===== src/rtl/mips_pkg.sv =====
// Shared MIPS pipeline definitions: opcodes, hazard FSM encoding and field decode.
package mips_pkg;

    localparam int unsigned INSTR_W = 32;
    localparam int unsigned OPC_W   = 6;
    localparam int unsigned REG_W   = 5;

    localparam logic [OPC_W-1:0] OP_RTYPE = 6'h00;
    localparam logic [OPC_W-1:0] OP_J     = 6'h02;
    localparam logic [OPC_W-1:0] OP_JAL   = 6'h03;
    localparam logic [OPC_W-1:0] OP_BEQ   = 6'h04;
    localparam logic [OPC_W-1:0] OP_BNE   = 6'h05;
    localparam logic [OPC_W-1:0] OP_LW    = 6'h23;
    localparam logic [OPC_W-1:0] OP_SW    = 6'h2B;

    typedef enum logic {
        ST_RUN   = 1'b0,
        ST_STALL = 1'b1
    } hz_state_e;

    // Destination register written by an instruction: rd for R-type, rt otherwise.
    function automatic logic [REG_W-1:0] dest_reg(input logic [INSTR_W-1:0] x);
        return (x[31:26] == OP_RTYPE) ? x[15:11] : x[20:16];
    endfunction

endpackage


===== src/rtl/sat_counter.sv =====
// Saturating up-counter with synchronous active-low clear.
module sat_counter #(
    parameter int unsigned W = 32
) (
    input  logic         clk,
    input  logic         rst_n,
    input  logic         inc_i,
    output logic [W-1:0] count_o
);

    logic [W-1:0] count_q;

    always_ff @(posedge clk) begin
        if (!rst_n) begin
            count_q <= '0;
        end else if (inc_i && (count_q != {W{1'b1}})) begin
            count_q <= count_q + W'(1);
        end
    end

    assign count_o = count_q;

endmodule


===== src/rtl/hazard_stall_ctrl.sv =====
// ID-stage hazard controller: load-use / branch-operand stalls, control-flow flushes,
// and saturating stall/flush performance counters.
module hazard_stall_ctrl
    import mips_pkg::*;
#(
    parameter int unsigned PERF_W = 32,
    parameter int unsigned CNT_W  = 2
) (
    input  logic              clk,
    input  logic              rst_n,
    input  logic [31:0]       id_instru,
    input  logic [31:0]       ex_instru,
    input  logic [31:0]       mem_instru,
    input  logic              ex_MemRead,
    input  logic              ex_RegWrite,
    input  logic              mem_MemRead,
    input  logic              id_br_taken,
    output logic              pc_write,
    output logic              if_id_write,
    output logic              id_ex_bubble,
    output logic              if_id_flush,
    output logic              busy,
    output logic [PERF_W-1:0] stall_cycles,
    output logic [PERF_W-1:0] flush_cycles
);

    hz_state_e        state_q, state_d;
    logic [CNT_W-1:0] cnt_q, cnt_d;

    logic [OPC_W-1:0] id_op;
    logic [REG_W-1:0] id_rs, id_rt, ex_dest, mem_dest;
    logic             id_uses_rt, id_is_br, id_is_jmp;
    logic             ex_hit, mem_hit;
    logic [1:0]       need;

    assign id_op      = id_instru[31:26];
    assign id_rs      = id_instru[25:21];
    assign id_rt      = id_instru[20:16];
    assign ex_dest    = dest_reg(ex_instru);
    assign mem_dest   = dest_reg(mem_instru);
    assign id_is_br   = (id_op == OP_BEQ) || (id_op == OP_BNE);
    assign id_is_jmp  = (id_op == OP_J) || (id_op == OP_JAL);
    assign id_uses_rt = (id_op == OP_RTYPE) || id_is_br || (id_op == OP_SW);

    // $zero is never a real dependency.
    assign ex_hit  = (ex_dest != '0) &&
                     ((ex_dest == id_rs) || (id_uses_rt && (ex_dest == id_rt)));
    assign mem_hit = (mem_dest != '0) &&
                     ((mem_dest == id_rs) || (id_uses_rt && (mem_dest == id_rt)));

    always_comb begin
        need = 2'd0;
        if (id_is_br && ex_MemRead && ex_hit) begin
            need = 2'd2;
        end else if ((ex_MemRead && ex_hit) ||
                     (id_is_br && ex_RegWrite && ex_hit) ||
                     (id_is_br && mem_MemRead && mem_hit)) begin
            need = 2'd1;
        end
    end

    always_ff @(posedge clk) begin
        if (!rst_n) begin
            state_q <= ST_RUN;
            cnt_q   <= '0;
        end else begin
            state_q <= state_d;
            cnt_q   <= cnt_d;
        end
    end

    // Stall outputs are Mealy in RUN; STALL holds them until the latched count expires.
    always_comb begin
        state_d      = state_q;
        cnt_d        = cnt_q;
        pc_write     = 1'b1;
        if_id_write  = 1'b1;
        id_ex_bubble = 1'b0;
        if_id_flush  = 1'b0;
        case (state_q)
            ST_RUN: begin
                if (need != 2'd0) begin
                    pc_write     = 1'b0;
                    if_id_write  = 1'b0;
                    id_ex_bubble = 1'b1;
                    if (need == 2'd2) begin
                        state_d = ST_STALL;
                        cnt_d   = CNT_W'(1);
                    end
                end else if ((id_is_br && id_br_taken) || id_is_jmp) begin
                    if_id_flush = 1'b1;
                end
            end
            ST_STALL: begin
                pc_write     = 1'b0;
                if_id_write  = 1'b0;
                id_ex_bubble = 1'b1;
                cnt_d        = cnt_q - CNT_W'(1);
                if (cnt_q <= CNT_W'(1)) begin
                    state_d = ST_RUN;
                    cnt_d   = '0;
                end
            end
            default: begin
                state_d = ST_RUN;
                cnt_d   = '0;
            end
        endcase
    end

    assign busy = (state_q == ST_STALL);

    sat_counter #(.W(PERF_W)) u_stall_cnt (
        .clk     (clk),
        .rst_n   (rst_n),
        .inc_i   (id_ex_bubble),
        .count_o (stall_cycles)
    );

    sat_counter #(.W(PERF_W)) u_flush_cnt (
        .clk     (clk),
        .rst_n   (rst_n),
        .inc_i   (if_id_flush),
        .count_o (flush_cycles)
    );

    // Only opcode and register fields are decoded.
    logic unused_fields;
    assign unused_fields = ^{id_instru[15:0], ex_instru, mem_instru};

endmodule


===== config.mk =====
export PLATFORM = sky130hd
export DESIGN_NAME = hazard_stall_ctrl
export DESIGN_NICKNAME = d
export VERILOG_FILES = /design/src/rtl/mips_pkg.sv /design/src/rtl/sat_counter.sv /design/src/rtl/hazard_stall_ctrl.sv
export SDC_FILE = /design/constraint.sdc
export NUM_CORES = 1
export LEC_CHECK = 0
export CORE_MARGIN = 2
export CORE_UTILIZATION = 44
export CTS_CLUSTER_SIZE = 14
export DETAILED_ROUTE_END_ITERATION = 6
export GPL_ROUTABILITY_DRIVEN = 0
export PLACE_DENSITY_LB_ADDON = 0.2
export SLEW_MARGIN = 40
export SYNTH_ARGS = -nofsm -noshare
export SYNTH_HDL_FRONTEND = slang
export SYNTH_SLANG_ARGS = --single-unit

===== constraint.sdc =====
create_clock -name clk -period 4.2 [get_ports clk]
set_input_delay 0.63 -clock clk [delete_from_list [all_inputs] [get_ports clk]]
set_output_delay 0.63 -clock clk [all_outputs]
set_load 0.005 [all_outputs]

# After elaboration in Yosys (flattened, before gate mapping)
# Index checks and enable logic that the tools add are counted.
# word_totals
elab_cells	72
out_inout_bits	69
ff_bits	67
# classes
reduce_logical	30
add_sub_neg	3
n_eq_ne	14
order_cmp	1
bitwise	1
muxes	19
# op_table
cell	n
32-bit by 1-bit adder with 32-bit output, second input constant	2
32-bit inequality test, second input constant	2
5-bit == test	4
6-bit zero test	3
1-bit logical AND	14
6-bit by 2-bit == test with 1-bit output, second input constant	2
6-bit by 3-bit == test with 1-bit output, second input constant	2
5-bit two-way mux	2
5-bit nonzero test	2
1-bit logical OR	9
1-bit two-way mux	9
2-bit two-way mux	4
6-bit == test, second input constant	1
1-bit case mux with 2 select lines	3
2-bit inequality test, second input constant	2
2-bit case mux with 2 select lines	1
2-bit == test, second input constant	1
2-bit by 1-bit less-or-equal comparator with 1-bit output, second input constant	1
2-bit AND reduction	1
2-bit nonzero test	1
2-bit by 1-bit subtractor with 2-bit output, second input constant	1
1-bit inverter	1

# Longest topological paths before layout
# Gate-level depths: netlist of run 1.
# depth
word_depth	16
depth_mapped	12
depth_no_buf	10

# By module
# A second synthesis of run 1 with hierarchy kept.
# unflattened
hier_cells	540
area_unflattened_um2	4395.5
# modules_own_cells
module	seq_area_each_um2	instances	cells_per_inst	area_each_um2
sat_counter	640.6	2	200	1704.1
hazard_stall_ctrl	60.1	1	140	987.2

# Least setup slack after synthesis of run 1
# Ideal clock, no wire load.
# synth_timing
path_kind	input to output
startpoint	in ex_instru[29]
endpoint	out pc_write
path_buffers	3
slack_ns	0.517
cell_stages	10
t_arrival_ns	3.053
path_cell_list	nor4_1 -> nand2_1 -> mux2i_1 -> o2111a_1 -> and4_1 -> or2_2 -> buf_4 -> nor2_2 -> clkbuf_1 -> buf_4
# synth_between
elab_chain_cells	14
elab_cells_between_ends	18
cone_classes	2 x eq/ne; 5 x mux; 11 x reduce/logical
# synth_lines
element	line_no	rtl
start, declared	hazard_stall_ctrl.sv:12	input logic [31:0] ex_instru,
6-bit zero test (*)	mips_pkg.sv:23	return (x[31:26] == OP_RTYPE) ? x[15:11] : x[20:16];
5-bit two-way mux (*)	mips_pkg.sv:23	
5-bit == test	hazard_stall_ctrl.sv:47	((ex_dest == id_rs) || (id_uses_rt && (ex_dest == id_rt)));
1-bit logical AND	hazard_stall_ctrl.sv:47	
1-bit logical OR	hazard_stall_ctrl.sv:47	
1-bit logical AND (*)	hazard_stall_ctrl.sv:46	assign ex_hit = (ex_dest != '0) &&
1-bit logical AND, on equally long branches	hazard_stall_ctrl.sv:55, hazard_stall_ctrl.sv:56	
1-bit logical OR	hazard_stall_ctrl.sv:55	end else if ((ex_MemRead && ex_hit) ||
1-bit logical OR	hazard_stall_ctrl.sv:56	(id_is_br && ex_RegWrite && ex_hit) ||
1-bit two-way mux	hazard_stall_ctrl.sv:55	
2-bit two-way mux (*)	hazard_stall_ctrl.sv:53	if (id_is_br && ex_MemRead && ex_hit) begin
2-bit nonzero test (*)	hazard_stall_ctrl.sv:82	if (need != 2'd0) begin
1-bit two-way mux (*)	n/a	
1-bit case mux with 2 select lines (*)	n/a	
end, declared	hazard_stall_ctrl.sv:18	output logic pc_write,
# Every way passes the cells marked *; elsewhere a longest branch is shown, timed or not.

# Final worst setup path of run 1
# layout_timing
startpoint	in mem_instru[27]
endpoint	out id_ex_bubble
# layout_between
elab_chain_cells	13
elab_cells_between_ends	15
cone_classes	2 x eq/ne; 5 x mux; 8 x reduce/logical
# layout_lines
element	line_no	rtl
start, declared	hazard_stall_ctrl.sv:13	input logic [31:0] mem_instru,
6-bit zero test (*)	mips_pkg.sv:23	
5-bit two-way mux (*)	mips_pkg.sv:23	
5-bit == test	hazard_stall_ctrl.sv:49	((mem_dest == id_rs) || (id_uses_rt && (mem_dest == id_rt)));
1-bit logical AND	hazard_stall_ctrl.sv:49	
1-bit logical OR	hazard_stall_ctrl.sv:49	
1-bit logical AND (*)	hazard_stall_ctrl.sv:48	assign mem_hit = (mem_dest != '0) &&
1-bit logical AND (*)	hazard_stall_ctrl.sv:57	(id_is_br && mem_MemRead && mem_hit)) begin
1-bit logical OR (*)	hazard_stall_ctrl.sv:56	
1-bit two-way mux (*)	hazard_stall_ctrl.sv:55	
2-bit two-way mux (*)	hazard_stall_ctrl.sv:53	
2-bit nonzero test (*)	hazard_stall_ctrl.sv:82	
1-bit two-way mux (*)	hazard_stall_ctrl.sv:82	
1-bit case mux with 2 select lines (*)	hazard_stall_ctrl.sv:80	case (state_q)
end, declared	hazard_stall_ctrl.sv:20	output logic id_ex_bubble,
# Marks and branches as above.

==> results of run 1 <==
[final timing paths]
check                             to  cells past startpoint
max                     id_ex_bubble                     11
min                         cnt_q[1]                      2
max reg2reg  u_stall_cnt.count_o[29]                      9
min reg2reg                 cnt_q[1]                      2
[layout by cell type, fill, tap and decap left out, drive strengths merged, types with 11 or more instances in the layout]
master and n:
nor2 24, buf 23, or3 14, and3 16, clkbuf 12, o21ai 19, a21oi 32, nand2 54
dfxtp 67, nand4 14, or4 16, nor3 16, nand2b 37, clkdlybuf4s50 121, nand3 39, nor4 11
mux2i 30, inv 17
[Yosys cell counts, types with 5 or more instances]
cell / count / area share, %
or3_1: 14 / 2.0
nand4_1: 14 / 2.0
and4_1: 6 / 1.2
mux2i_1: 30 / 7.0
o22ai_1: 5 / 0.73
nand2_1: 54 / 4.7
o31ai_1: 10 / 1.7
and3_1: 16 / 2.3
nor2_1: 23 / 2.0
nand3_1: 39 / 4.5
or4_1: 15 / 2.6
nor2b_1: 9 / 1.3
o41ai_1: 7 / 1.4
inv_1: 16 / 1.4
dfxtp_1: 67 / 31
xnor2_1: 9 / 1.8
nor3_1: 16 / 1.9
o21ai_0: 16 / 1.9
nor4_1: 11 / 1.6
and2_1: 9 / 1.3
nand2b_1: 37 / 5.4
xor2_1: 8 / 1.6
a21oi_1: 32 / 3.7
clkbuf_1: 17 / 1.5
[worst min-delay path: cells and delay by family (launching register included)]
family,cells,cell delay [ps]
and+or+nand+nor,2,110
DFF,1,330
[cell type report]
cell class                      count  area (sq um)  area share (%)
Inverter                           17          63.8            1.05
Timing Repair Buffer              144          1410            23.2
Sequential cell                    67          1340            22.1
Clock buffer                       12           155            2.56
Multi-Input combinational cell    437          2860            47.1
Clock inverter                      4          72.6            1.20
Tap cell                          133           166            2.74
[per-stage QoR]
step	instances	setup WS, ps	TNS, ps	hold slack [ps]	area, sq um
after CTS	813	17.0	0	479	5990
after global routing	814	-32.3	-103	512	6060
after detailed placement	797	-76.7	-283	458	5750
after global placement	797	-75.7	-264	444	5750
final	814	65.5	0	472	6060
after floorplan	546	517	0	435	4300
[logic make-up (layout without fill, tap and decap cells)]
group                      count (synthesis)  in the layout  share of synthesized area (%)
and+or+nand+nor                          284            284                           37.0
AOI/OAI and AO/OA                        104            104                           16.7
DFF                                       67             67                           31.2
buffers and inverters                     42            177                           4.13
muxes                                     30             30                           6.98
xor gates and xnor gates                  17             17                           3.46
adders and majority gates                  2              2                          0.581
[sequential cells by signal, indices dropped and copies added (netlist names)]
signal               count
cnt_q                    2
busy                     1
u_stall_cnt.count_o     32
u_flush_cnt.count_o     32
[what timing repair did]
item,CTS,global route
buffers inserted,0,1
setup endpoints to repair,4,4
pin swaps,0,3
gates resized for setup,2,13
cloned,0,0
[power groups by stage]
stage          Sequential (W)  Clock [W]  Combinational (W)
2_1_floorplan        0.000651          0          0.0000679
3_3_place_gp         0.000651          0           0.000152
3_5_place_dp         0.000651          0           0.000156
4_1_cts              0.000636   0.000624           0.000158
5_1_grt              0.000636   0.000644           0.000177
6_report             0.000636   0.000617           0.000165
[metal layers]
layer,GRT usage (%),up-vias,share of wire [%]
met3,3.93,18,5.4
met5,0,-,0
met2,40.1,164,48
met1,31.8,2256,45
met4,7.89,0,1.6
li1,-,2293,-
==> impl_metrics.py, run 1 <==
metrics = {
    "synth": {
        "async_flop_share_pct": 0,
        "syn_nets": 650,
        "syn_area_sq_um": 4300,
        "synth-seq-area-share_pct": 31.2,
        "ys_seq_elements": 67,
        "ys.flop_type": "dfxtp_1",
        "synth_area_per_cell_sq_um": 7.88,
        "synth.distinct_cells": 63,
        "synth_edf_count": 0,
        "synth_warnings": 0,
        "synth_cells": 546,
    },
    "pwr": {
        "p_per_area_nw_per_um2": 234,
        "peakVddDrop_uv": 169,
        "power.total_w": 0.00142,
        "p_comb_share_pct": 11.6,
        "netSwitchingPower_w": 0.000333,
        "seqPwrFrac_pct": 44.9,
        "intPower_w": 0.00109,
        "clock_power_share_pct": 43.5,
        "leakagePower_nw": 2.07,
        "switching_share_pct": 23.5,
    },
    "grt": {
        "grt_max_degree": 58,
        "grt_overflow": 0,
        "grt_pass1_wl_microns": 20500,
        "grt_pass1_vias": 4399,
        "grt_antenna_before_repair": 0,
        "grt_usage_pct": 24.0,
    },
    "setup_path": {
        "worstPathArrival_ps": 3500,
        "cpLargestDelayFamily": "buffers and inverters",
        "r2r_start": "u_stall_cnt.count_o[2]",
        "cpPeakStageDelay_ps": 560,
        "cp_slowest_cell": "or4_4",
        "path_buf_inv": 4,
        "crit_path_start": "mem_instru[27]",
        "cpMostUsedCell": "clkdlybuf4s50_1",
        "critical_path_class": "primary input to output port",
        "regToRegSetupSlack_ps": 920,
        "worstPathCellList": "clkdlybuf4s50_1 > or4_4 > or2_4 > a2111o_1 > o221ai_2 > o21ai_2 > o21ai_4 > nor2_4 > buf_12 > inv_2 > clkdlybuf4s50_1",
        "crit_required_ps": 3570,
        "critPathLaunchType": "primary input",
        "cp-end-kind": "output port",
        "crit_fanout": 9,
    },
    "cells_and_area": {
        "drive_above_1_share_pct": 9.10,
        "nFillCells": 873,
        "area_growth_pct": 40.9,
        "final_nets": 780,
        "fin_util_pct": 62.9,
        "antenna_cells": 0,
    },
    "routing": {
        "first_pass_iters": 6,
        "postRouteAntennaNets": 0,
        "initialDrtViolationCount": 260,
        "num_vias": 4731,
        "finalWirelength_microns": 12900,
        "wire_per_inst_microns": 15.9,
        "drc": 0,
        "via_per_inst": 5.81,
    },
    "timing": {
        "setup_viol": 0,
        "max_freq_ghz": 0.242,
        "maxSlewViolCount": 0,
        "tightest_slew_ps": 706,
        "rsz0062_at_grt": "true",
        "post-route-min-period_ps": 4130,
        "skew_ps": 11.4,
        "hold_viol": 0,
        "slew_headroom_pct": 52.8,
        "period_share_pct": 98.4,
    },
    "floorplan": {
        "chipWidth_microns": 103,
        "core-area_sq_um": 9640,
        "die_area_sq_um": 10600,
        "start_util_pct": 44.6,
        "die_y_microns": 103,
        "ios": 171,
        "rows": 36,
    },
    "clocking": {
        "clkSinkCount": 67,
        "tritoncts": "yes",
        "h-tree-depth": 3,
        "insertion_delay_ps": 350,
        "numCtsBuffers": 9,
        "ctsRootBufferMaster": "clkbuf_8",
        "cts_hold_buffers": 0,
        "path_clk_slew_ps": 70,
        "clock_path_buffers": 2,
    },
    "worst_hold_path": {
        "min_from": "cnt_q[1]",
        "hold_path.class": "flip-flop to flip-flop",
    },
    "job": {
        "maxCapViolCount": 0,
    },
    "placed_design": {
        "dp_hpwl_microns": 9350,
        "portBuffers": 122,
    },
    "run_status": {
        "outcome": "finished, final reports clean",
    },
}
Power figures use the tool's default switching activity.
==> run 2, diff against run 1 <==
Settings changed: TNS_END_PERCENT from default to 30.
==> results of run 2 <==
Same layout as run 1: the final DEF is identical, and so are final timing and power.
==> patch 1: new RTL, settings of run 1 <==
Change the parameter `CNT_W` from 2 to 3.
--- a/src/rtl/hazard_stall_ctrl.sv
+++ b/src/rtl/hazard_stall_ctrl.sv
@@ -5,5 +5,5 @@
 #(
     parameter int unsigned PERF_W = 32,
-    parameter int unsigned CNT_W  = 2
+    parameter int unsigned CNT_W  = 3
 ) (
     input  logic              clk,
Check against the original RTL: same outputs for any inputs over 10 cycles, from zero or initial values and one cycle with rst_n low; that may be too few to reach the edited logic, so the function may still have changed.
==> patch 1 against run 1 <==
Final area down 4.4%. Wire length down 11%. Synthesized area up 0.58%. Core utilization down 2.7 points. Clock skew down 0.0025 ns. Clock power down 26%. Sequential power up 2%. Sequential cell count up 1. Via count down 3.8%. Global-route usage down 2.3 points. Synthesized cell count down 0.73%. Worst setup slack better by 0.19 ns. Total power down 11%. Largest power group unchanged.
==> patch 1: results <==
[outcome]
outcome = finished clean

[cells_and_area]
signal_buffers = 130
regArea_sq_mm = 0.001361
multi_input_area_share_pct = 47.56
nets = 762
drive_gt1_share_pct = 7.273
nonClkBufAreaFrac_pct = 22.30
nMultiInputCombCells = 431
fill_cells = 916
n_clock_buffer = 11

[yosys]
synth_commonest_cells = 68 x dfxtp_1, 50 x a21oi_1, 44 x nand2_1, 34 x or3_1, 30 x o21ai_0
synthTopCellsByArea = dfxtp_1 31%, a21oi_1 5.8%, or3_1 4.9%, nand2_1 3.8%, o21ai_0 3.5%

[pwr]
power.density_mw_per_mm2 = 217.1
leakagePower_uw = 0.001789
p_clk_uw = 455
switching_share_pct = 24.62
vdd_drop_max_uv = 162.9

[hold_path]
worstHoldEndpoint = u_stall_cnt.count_o[24]

[critical_path]
endpoint = if_id_flush
rrSetupSlack_ns = 1.18
rr_worst_depth = 8
critPathMaxStageDelay_ns = 0.51
slowest_stage = clkdlybuf4s50_1
r2r-start = u_flush_cnt.count_o[3]
arrival_ns = 3.32

[sta]
skew_ns = 0.008880
worstMarginPinSlew_ns = 0.6855
timing.hold.ws_ns = 0.4879
fin_crit_ns = 3.949

[route]
wl_met3_um = 652
drt-total-wl_um = 11510
wl_met1_um = 5112

[cts]
cts_num_sinks = 68

[global_routing]
grt_pass1_vias = 4105
grt_max_degree = 33
grt_first_pass_wirelength_um = 18730
## patch 1: cell types whose count changed after synthesis, moves of 5 or more
cell	before	now
nor4_1	11	4
o31ai_1	10	15
or3_1	14	34
nand3_1	39	29
o21ai_0	16	30
nand2_1	54	44
mux2i_1	30	9
xnor2_1	9	17
o41ai_1	7	1
nand2b_1	37	14
o21ai_1	1	13
a21oi_1	32	50
## patch 1: kinds of logic after synthesis
kind of cell    after synthesis  synth area share (%)
mux                          10                 2.428
compound gates              144                 21.60
xor+xnor                     23                 4.654
flops                        68                 31.45
simple gates                251                 34.20
fa+ha+maj                     3                0.8674
buf+inv                      43                 4.799
## patch 1: through the flow
step	cell area [sq um]	std cells
2_1_floorplan	4328	542
3_3_place_gp	5644	779
3_5_place_dp	5644	779
4_1_cts	5801	793
5_1_grt	5801	793
6_report	5801	793
## patch 1: metal layers
metal | vias to the layer above | track usage, %
li1 | 2246 | -
met1 | 2168 | 27.54
met2 | 121 | 37.06
met3 | 16 | 4.704
met4 | 0 | 6.883
met5 | - | 0
==> patch 2: new RTL, config.mk and constraints of run 1 <==
Without the edit above. Reset style: asynchronous (`rst_n`), changed in 2 clocked blocks.
--- a/src/rtl/sat_counter.sv
+++ b/src/rtl/sat_counter.sv
@@ -11,5 +11,5 @@
     logic [W-1:0] count_q;
 
-    always_ff @(posedge clk) begin
+    always_ff @(posedge clk or negedge rst_n) begin
         if (!rst_n) begin
             count_q <= '0;
--- a/src/rtl/hazard_stall_ctrl.sv
+++ b/src/rtl/hazard_stall_ctrl.sv
@@ -60,5 +60,5 @@
     end
 
-    always_ff @(posedge clk) begin
+    always_ff @(posedge clk or negedge rst_n) begin
         if (!rst_n) begin
             state_q <= ST_RUN;
Function: differs if rst_n is asserted again (counterexample within 4 cycles, from zero or initial values and one cycle with rst_n low); with rst_n held inactive, the same outputs for 10 cycles.
==> patch 2 against run 1 <==
Worst setup slack better by 0.0064 ns. Wire length is 24% lower. Synthesized area is 9.8% lower. Final area is 7.6% lower. Register-to-register slack better by 0.77 ns. Via count is 26% lower. Hold slack worse by 0.23 ns. Sequential cell count stayed put. Total power is 7.9% higher. First-iteration DRC count is 43% lower. Critical endpoint is now if_id_write.
==> patch 2: results <==
[yosys]
syn-num-nets = 491
seq_area_frac_synth_pct = 43.20
ys.flop_type = dfrtp_1
synth_adder_area_share_pct = 0.6447
synth-async-reset-ratio_pct = 100.0
synth_cell_types = 53
synth_commonest_cells = 67 x dfrtp_1, 63 x xnor2_1, 31 x nand3_1, 31 x nand4_1, 30 x nand2_1
synthTopCellsByArea = dfrtp_1 43%, xnor2_1 14%, nand4_1 5.0%, nand3_1 4.0%, and3_1 3.9%
syn_avg_cell_area_sq_um = 10.03

[cells_and_area]
nonClkBufAreaFrac_pct = 24.88
signal_buffers = 141
fill_cells = 705
multiInputGateArea_sq_mm = 0.002157
n_all_inverters = 8
drive_gt1_share_pct = 12.05
clkCellAreaFrac_pct = 3.794
nMultiInputCombCells = 300

[sta]
skew_ns = 0.01289

[route]
routed_via_density = 5.454
wl_met1_um = 4355
dr.pass1.iters = 4
drt-total-wl_um = 9866

[critical_path]
rrSetupSlack_ns = 1.69

[place]
placed_cells = 622

[global_routing]
grt_use_met3_pct = 4.653
grt_usage_pct = 20.64
grt_pass1_vias = 3450

[outcome]
outcome = finished clean

[hold_path]
hold_path.class = input pin to asynchronous set/reset pin

[cts]
ctsResizeCount = 1

[pwr]
vdd_drop_max_uv = 206.6
## patch 2: path summary, 6_finish.rpt
check                                   startpoint                       to  cells after the start
max                                  ex_instru[28]              if_id_write                     10
min reg2reg                u_stall_cnt.count_o[21]  u_stall_cnt.count_o[21]                      1
max reg2reg                u_stall_cnt.count_o[13]   u_stall_cnt.count_o[1]                      9
min in group clk           u_stall_cnt.count_o[21]  u_stall_cnt.count_o[21]                      1
min                                          rst_n   u_stall_cnt.count_o[5]                      1
max in group asynchronous                    rst_n  u_stall_cnt.count_o[29]                      2
## patch 2: through the flow
step	setup slack [ns]	hold WS (ns)	TNS [ns]	instance area [sq um]	power, uW
finish	0.07187	0.2378	0	5607	1530
global route	-0.02488	0.2580	-0.04368	5607	1601
CTS	0.01868	0.3947	0	5520	1539
detailed placement	-0.05440	0.4834	-0.05440	5304	951.3
global placement	-0.001365	0.4736	-0.001365	5304	945.5
floorplan	1.033	0.3344	0	3881	795.9
